## config.mk

```make
export PLATFORM = sky130hd
export DESIGN_NAME = debug_dump_ctrl
export DESIGN_NICKNAME = d
export VERILOG_FILES = /design/src/rtl/debug_pkg.sv /design/src/rtl/word_serializer.sv /design/src/rtl/debug_dump_ctrl.sv
export SDC_FILE = /design/constraint.sdc
export NUM_CORES = 1
export LEC_CHECK = 0
export BUFFER_PORTS_ARGS = -buffer_cell sky130_fd_sc_hd__buf_4
export CAP_MARGIN = 20
export CORE_ASPECT_RATIO = 0.7
export CORE_MARGIN = 2
export CORE_UTILIZATION = 52
export DETAILED_ROUTE_END_ITERATION = 12
export GPL_TIMING_DRIVEN = 0
export PLACE_DENSITY_LB_ADDON = 0.3
export SETUP_SLACK_MARGIN = 0.3
export SLEW_MARGIN = 20
export SYNTH_ARGS = -nofsm -noshare
export SYNTH_HDL_FRONTEND = slang
export SYNTH_HIERARCHICAL = 1
export SYNTH_SLANG_ARGS = --single-unit
```

## constraint.sdc

```tcl
create_clock -name clk -period 3.7 [get_ports clk]
set_input_delay 0.555 -clock clk [delete_from_list [all_inputs] [get_ports clk]]
set_output_delay 0.555 -clock clk [all_outputs]
set_load 0.01 [all_outputs]
```

## src/rtl/debug_pkg.sv

```systemverilog
// Shared definitions for the debug-dump sequencer: section indices, FSM states
// and the default UART data width.
package debug_pkg;

  localparam logic [1:0] SEC_PC  = 2'd0;
  localparam logic [1:0] SEC_CLK = 2'd1;
  localparam logic [1:0] SEC_RB  = 2'd2;
  localparam logic [1:0] SEC_DM  = 2'd3;

  localparam int DEFAULT_TX_WIDTH = 8;

  typedef enum logic [2:0] {
    S_IDLE,
    S_SELECT,
    S_LOAD,
    S_CAPTURE,
    S_SEND,
    S_WAIT,
    S_NEXT,
    S_DONE
  } state_t;

  function automatic int max_int(input int a, input int b);
    return (a > b) ? a : b;
  endfunction

endpackage

```

## src/rtl/word_serializer.sv

```systemverilog
// Splits one NBITS word into TX_WIDTH-bit bytes, least significant byte first,
// and flags the final byte of the word.
module word_serializer
  import debug_pkg::*;
#(
  parameter int NBITS    = 32,
  parameter int TX_WIDTH = DEFAULT_TX_WIDTH
) (
  input  logic                clk,
  input  logic                reset,
  input  logic                load,
  input  logic                shift,
  input  logic [NBITS-1:0]    din,
  output logic [TX_WIDTH-1:0] dout,
  output logic                last_byte
);

  localparam int BPW = NBITS / TX_WIDTH;
  localparam int CW  = (BPW > 1) ? $clog2(BPW) : 1;

  logic [NBITS-1:0] sr;
  logic [CW-1:0]    cnt;

  always_ff @(posedge clk or negedge reset) begin
    if (!reset) begin
      sr  <= '0;
      cnt <= '0;
    end else if (load) begin
      sr  <= din;
      cnt <= '0;
    end else if (shift) begin
      sr  <= sr >> TX_WIDTH;
      cnt <= cnt + CW'(1);
    end
  end

  assign dout      = sr[TX_WIDTH-1:0];
  assign last_byte = (cnt == CW'(BPW - 1));

endmodule

```

## src/rtl/debug_dump_ctrl.sv

```systemverilog
// Debug-dump sequencer: snapshots PC and cycle count on a start edge, then
// streams the enabled sections (PC, clock count, RB, DM) byte-wise to the UART.
module debug_dump_ctrl
  import debug_pkg::*;
#(
  parameter int NBITS          = 32,
  parameter int RBITS          = 5,
  parameter int BANK_SIZE      = 32,
  parameter int DM_ADDR_LENGTH = 32,
  parameter int DM_MEM_SIZE    = 32,
  parameter int TX_WIDTH       = DEFAULT_TX_WIDTH
) (
  input  logic                      clk,
  input  logic                      reset,
  input  logic                      send_flag,
  input  logic                      abort,
  input  logic [3:0]                section_mask,
  input  logic [NBITS-1:0]          current_pc,
  input  logic [NBITS-1:0]          clock_count,
  input  logic [NBITS-1:0]          RB_Data,
  input  logic [NBITS-1:0]          DM_Data,
  output logic [RBITS-1:0]          RB_Addr,
  output logic [DM_ADDR_LENGTH-1:0] DM_Addr,
  output logic [TX_WIDTH-1:0]       tx_Data,
  output logic                      tx_start,
  input  logic                      tx_done,
  output logic                      send_done,
  output logic                      busy
);

  localparam int BPW  = NBITS / TX_WIDTH;
  localparam int WIDX = $clog2(max_int(max_int(BANK_SIZE, DM_MEM_SIZE), 2));

  state_t                    state, state_nxt;
  logic                      send_flag_q, start;
  logic [3:0]                mask_q;
  logic [NBITS-1:0]          pc_q, clk_q, cap_word;
  logic [1:0]                sec, sel_sec;
  logic [2:0]                from;
  logic                      sel_valid, sel_mem;
  logic [WIDX-1:0]           word_idx, word_inc;
  logic                      last_word, last_byte, load, shift;
  logic [RBITS-1:0]          rb_addr;
  logic [DM_ADDR_LENGTH-1:0] dm_addr;

  // A start edge only counts while idle; the register resets low so a
  // request already high at reset release still starts a dump.
  assign start = send_flag & ~send_flag_q & (state == S_IDLE);

  always_ff @(posedge clk or negedge reset) begin
    if (!reset) begin
      send_flag_q <= 1'b0;
      mask_q      <= '0;
      state       <= S_IDLE;
    end else begin
      send_flag_q <= send_flag;
      if (start) mask_q <= section_mask;
      state <= state_nxt;
    end
  end

  always_ff @(posedge clk) begin
    if (start) begin
      pc_q  <= current_pc;
      clk_q <= clock_count;
    end
  end

  // Next enabled section at or after 'from' (the one after the current section in NEXT).
  always_comb begin
    from      = (state == S_NEXT) ? ({1'b0, sec} + 3'd1) : 3'd0;
    sel_valid = 1'b0;
    sel_sec   = SEC_PC;
    for (int i = 3; i >= 0; i--) begin
      if (mask_q[i] && (3'(i) >= from)) begin
        sel_valid = 1'b1;
        sel_sec   = 2'(i);
      end
    end
  end

  assign sel_mem  = (sel_sec == SEC_RB) || (sel_sec == SEC_DM);
  assign word_inc = word_idx + WIDX'(1);

  always_comb begin
    case (sec)
      SEC_RB:  last_word = (word_idx == WIDX'(BANK_SIZE - 1));
      SEC_DM:  last_word = (word_idx == WIDX'(DM_MEM_SIZE - 1));
      default: last_word = 1'b1;
    endcase
  end

  always_comb begin
    case (sec)
      SEC_PC:  cap_word = pc_q;
      SEC_CLK: cap_word = clk_q;
      SEC_RB:  cap_word = RB_Data;
      default: cap_word = DM_Data;
    endcase
  end

  always_ff @(posedge clk or negedge reset) begin
    if (!reset) begin
      sec      <= SEC_PC;
      word_idx <= '0;
      rb_addr  <= '0;
      dm_addr  <= '0;
    end else if (sel_valid && ((state == S_SELECT) ||
                               (state == S_NEXT && last_byte && last_word))) begin
      sec      <= sel_sec;
      word_idx <= '0;
      if (sel_sec == SEC_RB) rb_addr <= '0;
      if (sel_sec == SEC_DM) dm_addr <= '0;
    end else if (state == S_NEXT && last_byte && !last_word) begin
      word_idx <= word_inc;
      if (sec == SEC_RB) rb_addr <= RBITS'(word_inc);
      if (sec == SEC_DM) dm_addr <= DM_ADDR_LENGTH'(word_inc) * DM_ADDR_LENGTH'(BPW);
    end
  end

  always_comb begin
    state_nxt = state;
    case (state)
      S_IDLE:    if (start) state_nxt = S_SELECT;
      S_SELECT:  state_nxt = !sel_valid ? S_DONE : (sel_mem ? S_LOAD : S_CAPTURE);
      S_LOAD:    state_nxt = S_CAPTURE;
      S_CAPTURE: state_nxt = S_SEND;
      S_SEND:    state_nxt = S_WAIT;
      S_WAIT:    if (tx_done) state_nxt = S_NEXT;
      S_NEXT: begin
        if (!last_byte)      state_nxt = S_SEND;
        else if (!last_word) state_nxt = S_LOAD;
        else if (!sel_valid) state_nxt = S_DONE;
        else                 state_nxt = sel_mem ? S_LOAD : S_CAPTURE;
      end
      S_DONE:    state_nxt = S_IDLE;
      default:   state_nxt = S_IDLE;
    endcase
    if (abort && (state != S_IDLE)) state_nxt = S_IDLE;
  end

  always_comb begin
    tx_start  = (state == S_SEND);
    send_done = (state == S_DONE);
    busy      = (state != S_IDLE);
    load      = (state == S_CAPTURE);
    shift     = (state == S_NEXT) && !last_byte;
  end

  assign RB_Addr = rb_addr;
  assign DM_Addr = dm_addr;

  word_serializer #(
    .NBITS    (NBITS),
    .TX_WIDTH (TX_WIDTH)
  ) u_ser (
    .clk       (clk),
    .reset     (reset),
    .load      (load),
    .shift     (shift),
    .din       (cap_word),
    .dout      (tx_Data),
    .last_byte (last_byte)
  );

endmodule

```

After elaboration in Yosys (flattened, before gate mapping)
Index checks and enable logic that the tools add are counted.

Flip-flop bits (word level): 150. Latch bits: 0. Bits in writable memories: 0. Memory bits (read-only): 0. Input bits: 137. Output and inout bits: 48. Logic and storage cells: 97. Memories: 0.

Add/subtract/negate cells: 3. Multiply operators: 0. Div/mod/pow operators: 0. Order comparisons: 4. Equal/unequal tests: 18. Shifts and indexed selects: 0. Multiplexer cells: 33. Bitwise operators: 3. Reductions and logical operators: 25.

Operators with widths (count): $mux W32 (6); $pmux W32 S3 (1); $mux W5 (6); $pmux W3 S8 (1); $mux W3 (7); $eq A3 B3 Y1 const B (4); $mux W2 (6); $eq A2 B2 Y1 const B (5); $logic_and A1 B1 Y1 (10); $reduce_bool A2 Y1 (4); $eq A3 B2 Y1 const B (2); $ge A1 B3 Y1 const A (2); $ge A2 B3 Y1 const A (2); $mux W1 (6); $reduce_and A3 Y1 (2); $add A5 B1 Y5 const B (1); $eq A5 B5 Y1 const B (1); $ne A2 B2 Y1 const B (2); $add A2 B1 Y3 const B (1); $eq A3 B1 Y1 const B (1); $logic_not A3 Y1 (1); $ne A3 B2 Y1 const B (1); $ne A3 B3 Y1 const B (1); $reduce_bool A3 Y1 (1); other kinds (9) (12).

Depth between registers and ports, before layout
Word-level depth: 16. Depth in mapped cells: 9. Depth with buffers taken out: 8.

Hierarchy
Netlist, hierarchy kept.

By module, submodules not included: debug_dump_ctrl (times used 1, cells each 355, area an instance 4445.5 um^2, sequential area each 2547.4 um^2); word_serializer (times used 1, cells each 154, area an instance 1615.3 um^2, sequential area each 850.8 um^2).

Worst setup path after synthesis
No wires, ideal clock.

Path type: register to register. Start: reg state[1]. End: reg clk_q[0] (enable). Setup time: 0.421 ns. Arrival time: 2.372 ns. Required time: 3.279 ns. Path slack: 0.906 ns. Stages on the path, launching flop included: 5. Path buffers: 1. Period minus slack after synthesis: 2.794 ns. Path through: dfrtp_1 clkbuf_1 nor3_1 nand3b_1 inv_1.

Longest elaborated chain between the ends: 2.

RTL lines: from (decl) (RTL line debug_dump_ctrl.sv:34) `state_t state, state_nxt;`; from (signal assigned) (RTL line debug_dump_ctrl.sv:58) `state <= state_nxt;`; $logic_not A3 Y1 (RTL line debug_dump_ctrl.sv:48) `assign start = send_flag & ~send_flag_q & (state == S_IDLE);`; $and A1 B1 Y1 (RTL line debug_dump_ctrl.sv:48); net start (RTL line debug_dump_ctrl.sv:35) `logic send_flag_q, start;`; to (signal assigned) (RTL line debug_dump_ctrl.sv:65) `clk_q <= clock_count;`; to (decl) (RTL line debug_dump_ctrl.sv:37) `logic [NBITS-1:0] pc_q, clk_q, cap_word;`.

The timed path passes the listed nets, and every way through them passes these cells. A chain may end at the register's enable or synchronous reset.

Final worst setup path
Start: reg sec[0]. End: reg rb_addr[1] (netlist: RB_Addr[1]).

Longest elaborated chain between the ends: 11. Elaborated cells between the ends (all ways): 33. Classes of those cells: add/sub (1); order compare (4); eq/ne (4); mux (11); reduce/logical (13).

RTL lines: from (decl) (RTL line debug_dump_ctrl.sv:38) `logic [1:0] sec, sel_sec;`; from (signal assigned) (RTL line debug_dump_ctrl.sv:110) `sec <= sel_sec;`; $add A2 B1 Y3 (RTL line debug_dump_ctrl.sv:71) `from = (state == S_NEXT) ? ({1'b0, sec} + 3'd1) : 3'd0;`; $mux W3 (RTL line debug_dump_ctrl.sv:71); $ge A2 B3 Y1 (RTL line debug_dump_ctrl.sv:75) `if (mask_q[i] && (3'(i) >= from)) begin`; $logic_and A1 B1 Y1 (RTL line debug_dump_ctrl.sv:75); $mux W2 / $mux W1 (equally long branches) (4 in a row) (RTL line debug_dump_ctrl.sv:75); $eq A2 B2 Y1 / $logic_and A1 B1 Y1 (equally long branches) (RTL line debug_dump_ctrl.sv:112, debug_dump_ctrl.sv:108); $ne A2 B2 Y1 (no source line) / $reduce_bool A2 Y1 (equally long branches); $reduce_and A3 Y1 (no source line); to (signal assigned) (RTL line debug_dump_ctrl.sv:116) `if (sec == SEC_RB) rb_addr <= RBITS'(word_inc);`; to (decl) (RTL line debug_dump_ctrl.sv:43) `logic [RBITS-1:0] rb_addr;`.

Parallel ways exist; a longest one is shown, timed or not.

==> results.toml <==
[clock_network]
cts_resized = 0
root_buffer = "clkbuf_16"
cts_tree = "done"
clock_latency_ps = 400
cts_made_buffers = 17
clkTransAtPathRegs_ps = 60
postCtsSetupBuffers = 0
clock_path_buffers = 2
cts_hold_buffers = 0
htreeDepth = 4
cts.sinks = 123

[sta]
fin_crit_sh_pct = 69.0
setup_slack_ps = 1150
setup_tns_ps = 0
slew_violations = 0
final-setup-viol-count = 0
worstMarginPinSlew_ps = 760
rsz0062_at_grt = "no"
fmaxAchievable_mhz = 391
fin_crit_ps = 2550
relSlewSlack_pct = 49.3
clock_skew_ps = 6.99
hold_viol = 0

[final_layout]
layout_commonest_cell = "buf_4"
final_cell_mix = "buf_4, edfxtp_1, dfrtp_1, mux2i_1, nand2_1"
area_growth_pct = 34.3
fin_nets = 857
antenna_cells = 0
drive_gt1_share_pct = 33.9

[logic_synthesis]
synth.avg_cell_area_um2 = 11.9
synth_seq_area_share_pct = 56.1
yosysUniqueCellTypes = 52
synth_edf_count = 64
netlist_area_mm2 = 0.00606
ys_ff_latch = 123
postSynth.topFlopCell = "edfxtp_1"
synth_cells = 509
ys_warn_count = 6
synth-async-reset-ratio_pct = 48.0

[global_routing]
grt_pass1_vias = 4898
grt_max_degree = 60
grtUsageTotal_pct = 26.1
antenna_found_initial = 0
grt-ovfl-total = 0
grt_pass1_wl_mm = 25.0

[routing]
drt_first_pass_iters = 8
vias_per_cell = 5.45
drc = 0
wl_per_cell_um = 18.2
ant_nets = 0
vias = 4786
drtIter0Drc = 403
routed_wl_mm = 16.0

[worst_setup_path]
crit_path_end_kind = "register"
critPathLaunchType = "register"
cp.required_ps = 3980
path_class = "reg -> reg"
worst-path-max-fanout = 8
arrival_ps = 2840
critPathLaunch = "sec[0]"
reg2reg_depth = 8
worstReg2RegEnd = "RB_Addr[1]"
timing.rr.start = "sec[0]"
reg2reg_setup_slack_ps = 1150

[pwr]
p_sw_share_pct = 34.3
p_total_mw = 5.62
p_switching_mw = 1.93
clkPwrFrac_pct = 28.9
p_per_area_mw_per_mm2 = 690
internal_power_mw = 3.69
pwr-share-comb_pct = 35.8
p_leak_nw = 3.59
peakVddDrop_mv = 0.441
seqPwrFrac_pct = 35.3

[placement]
finalWeightedCongestion = 0.829
dp_hpwl_mm = 11.5
port_buffers = 157
place_ws_ps = 1210

[floorplanning]
die_width_um = 133
io_pins = 185
fp-row-count = 32
coreArea_mm2 = 0.0112
die_h_um = 94.3
initial_core_util_pct = 54.3
dieArea_mm2 = 0.0125

[outcome]
status = "completed"

[worst_hold_path]
hold_class = "in -> async"

[flow_run]
max-cap-violations = 0
==> critical path, stage by stage (launching register included) <==
cell and delay [ps]:
dfrtp_1 470, inv_1 130, ha_1 200, buf_2 190, o21bai_2 340, a32o_1 300, o211ai_2 160, o2bb2ai_4 270
mux2_2 370
==> cells in the mapped netlist, drive strengths merged, types with 4 or more instances <==
| cell type | instances | area share (%) |
|---|---|---|
| nand2b | 11 | 1.1 |
| o22ai | 4 | 0.41 |
| edfxtp | 64 | 32 |
| clkbuf | 12 | 0.74 |
| dfrtp | 59 | 24 |
| nand2 | 51 | 3.2 |
| xnor2 | 4 | 0.58 |
| a222oi | 32 | 5.3 |
| mux2 | 5 | 0.93 |
| ha | 8 | 1.7 |
| a21oi | 5 | 0.41 |
| inv | 39 | 2.4 |
| o21ai | 36 | 3.0 |
| nand3 | 5 | 0.41 |
| mux2i | 59 | 9.7 |
| buf | 53 | 6.6 |
| nor2 | 23 | 1.4 |
==> worst max-delay path by stage <==
stage               cells past startpoint         end  slack (ps)
finish                                  8  RB_Addr[1]        1150
CTS                                     8  RB_Addr[1]        1180
floorplan                               4    clk_q[0]         910
detailed placement                      8  RB_Addr[3]        1210
global route                            8  RB_Addr[1]         980
global placement                        4    pc_q[19]         280
==> state kept, by name, indices dropped and copies added, names as in the netlist <==
register,flops
word_idx,5
u_ser/sr,32
u_ser/cnt,2
clk_q,32
sec,2
send_flag_q,1
mask_q,4
pc_q,32
DM_Addr,5
RB_Addr,5
state,3
==> layout make-up <==
cell class | count | area, µm²
Clock buffer | 21 | 470
Clock inverter | 11 | 119
Buffer | 65 | 445
Sequential cell | 123 | 3400
Inverter | 39 | 149
Multi-Input combinational cell | 308 | 2170
Tap cell | 153 | 191
Timing Repair Buffer | 158 | 1200
Fill cell | 789 | 3030
==> power groups by stage <==
stage	Sequential, mW	Combinational, mW	Clock, mW
CTS	1.98	2.00	1.65
detailed placement	1.99	1.97	0
floorplan	1.94	1.35	0
finish	1.98	2.01	1.63
global placement	1.98	1.90	0
global route	2.01	2.19	1.70
==> routing by layer <==
metal | GRT usage (%) | vias up | share of wire, %
li1 | - | 2206 | -
met1 | 34.6 | 2323 | 43
met2 | 42.5 | 241 | 47
met3 | 6.26 | 16 | 8.6
met4 | 9.23 | 0 | 1.3
met5 | 0 | - | 0
==> stage by stage <==
| step | hold WS, ps | util (%) | std cells | instance area [µm²] |
|---|---|---|---|---|
| after CTS | 245 | 72.9 | 878 | 8140 |
| after global routing | 261 | 72.9 | 878 | 8140 |
| after floorplan | 259 | - | 535 | 6160 |
| after global placement | 472 | 67.4 | 845 | 7530 |
| final | 232 | 72.9 | 878 | 8140 |
| after detailed placement | 484 | 67.6 | 846 | 7550 |
==> cell families after synthesis <==
family          share of synthesized area (%)
flops                                    56.1
simple gates                             8.11
buf+inv                                  9.76
compound gates                           12.7
mux                                      10.7
fa+ha+maj                                1.65
xor+xnor                                 1.01
other cells                            0.0619
No activity file was read; power rests on OpenSTA's default activity.
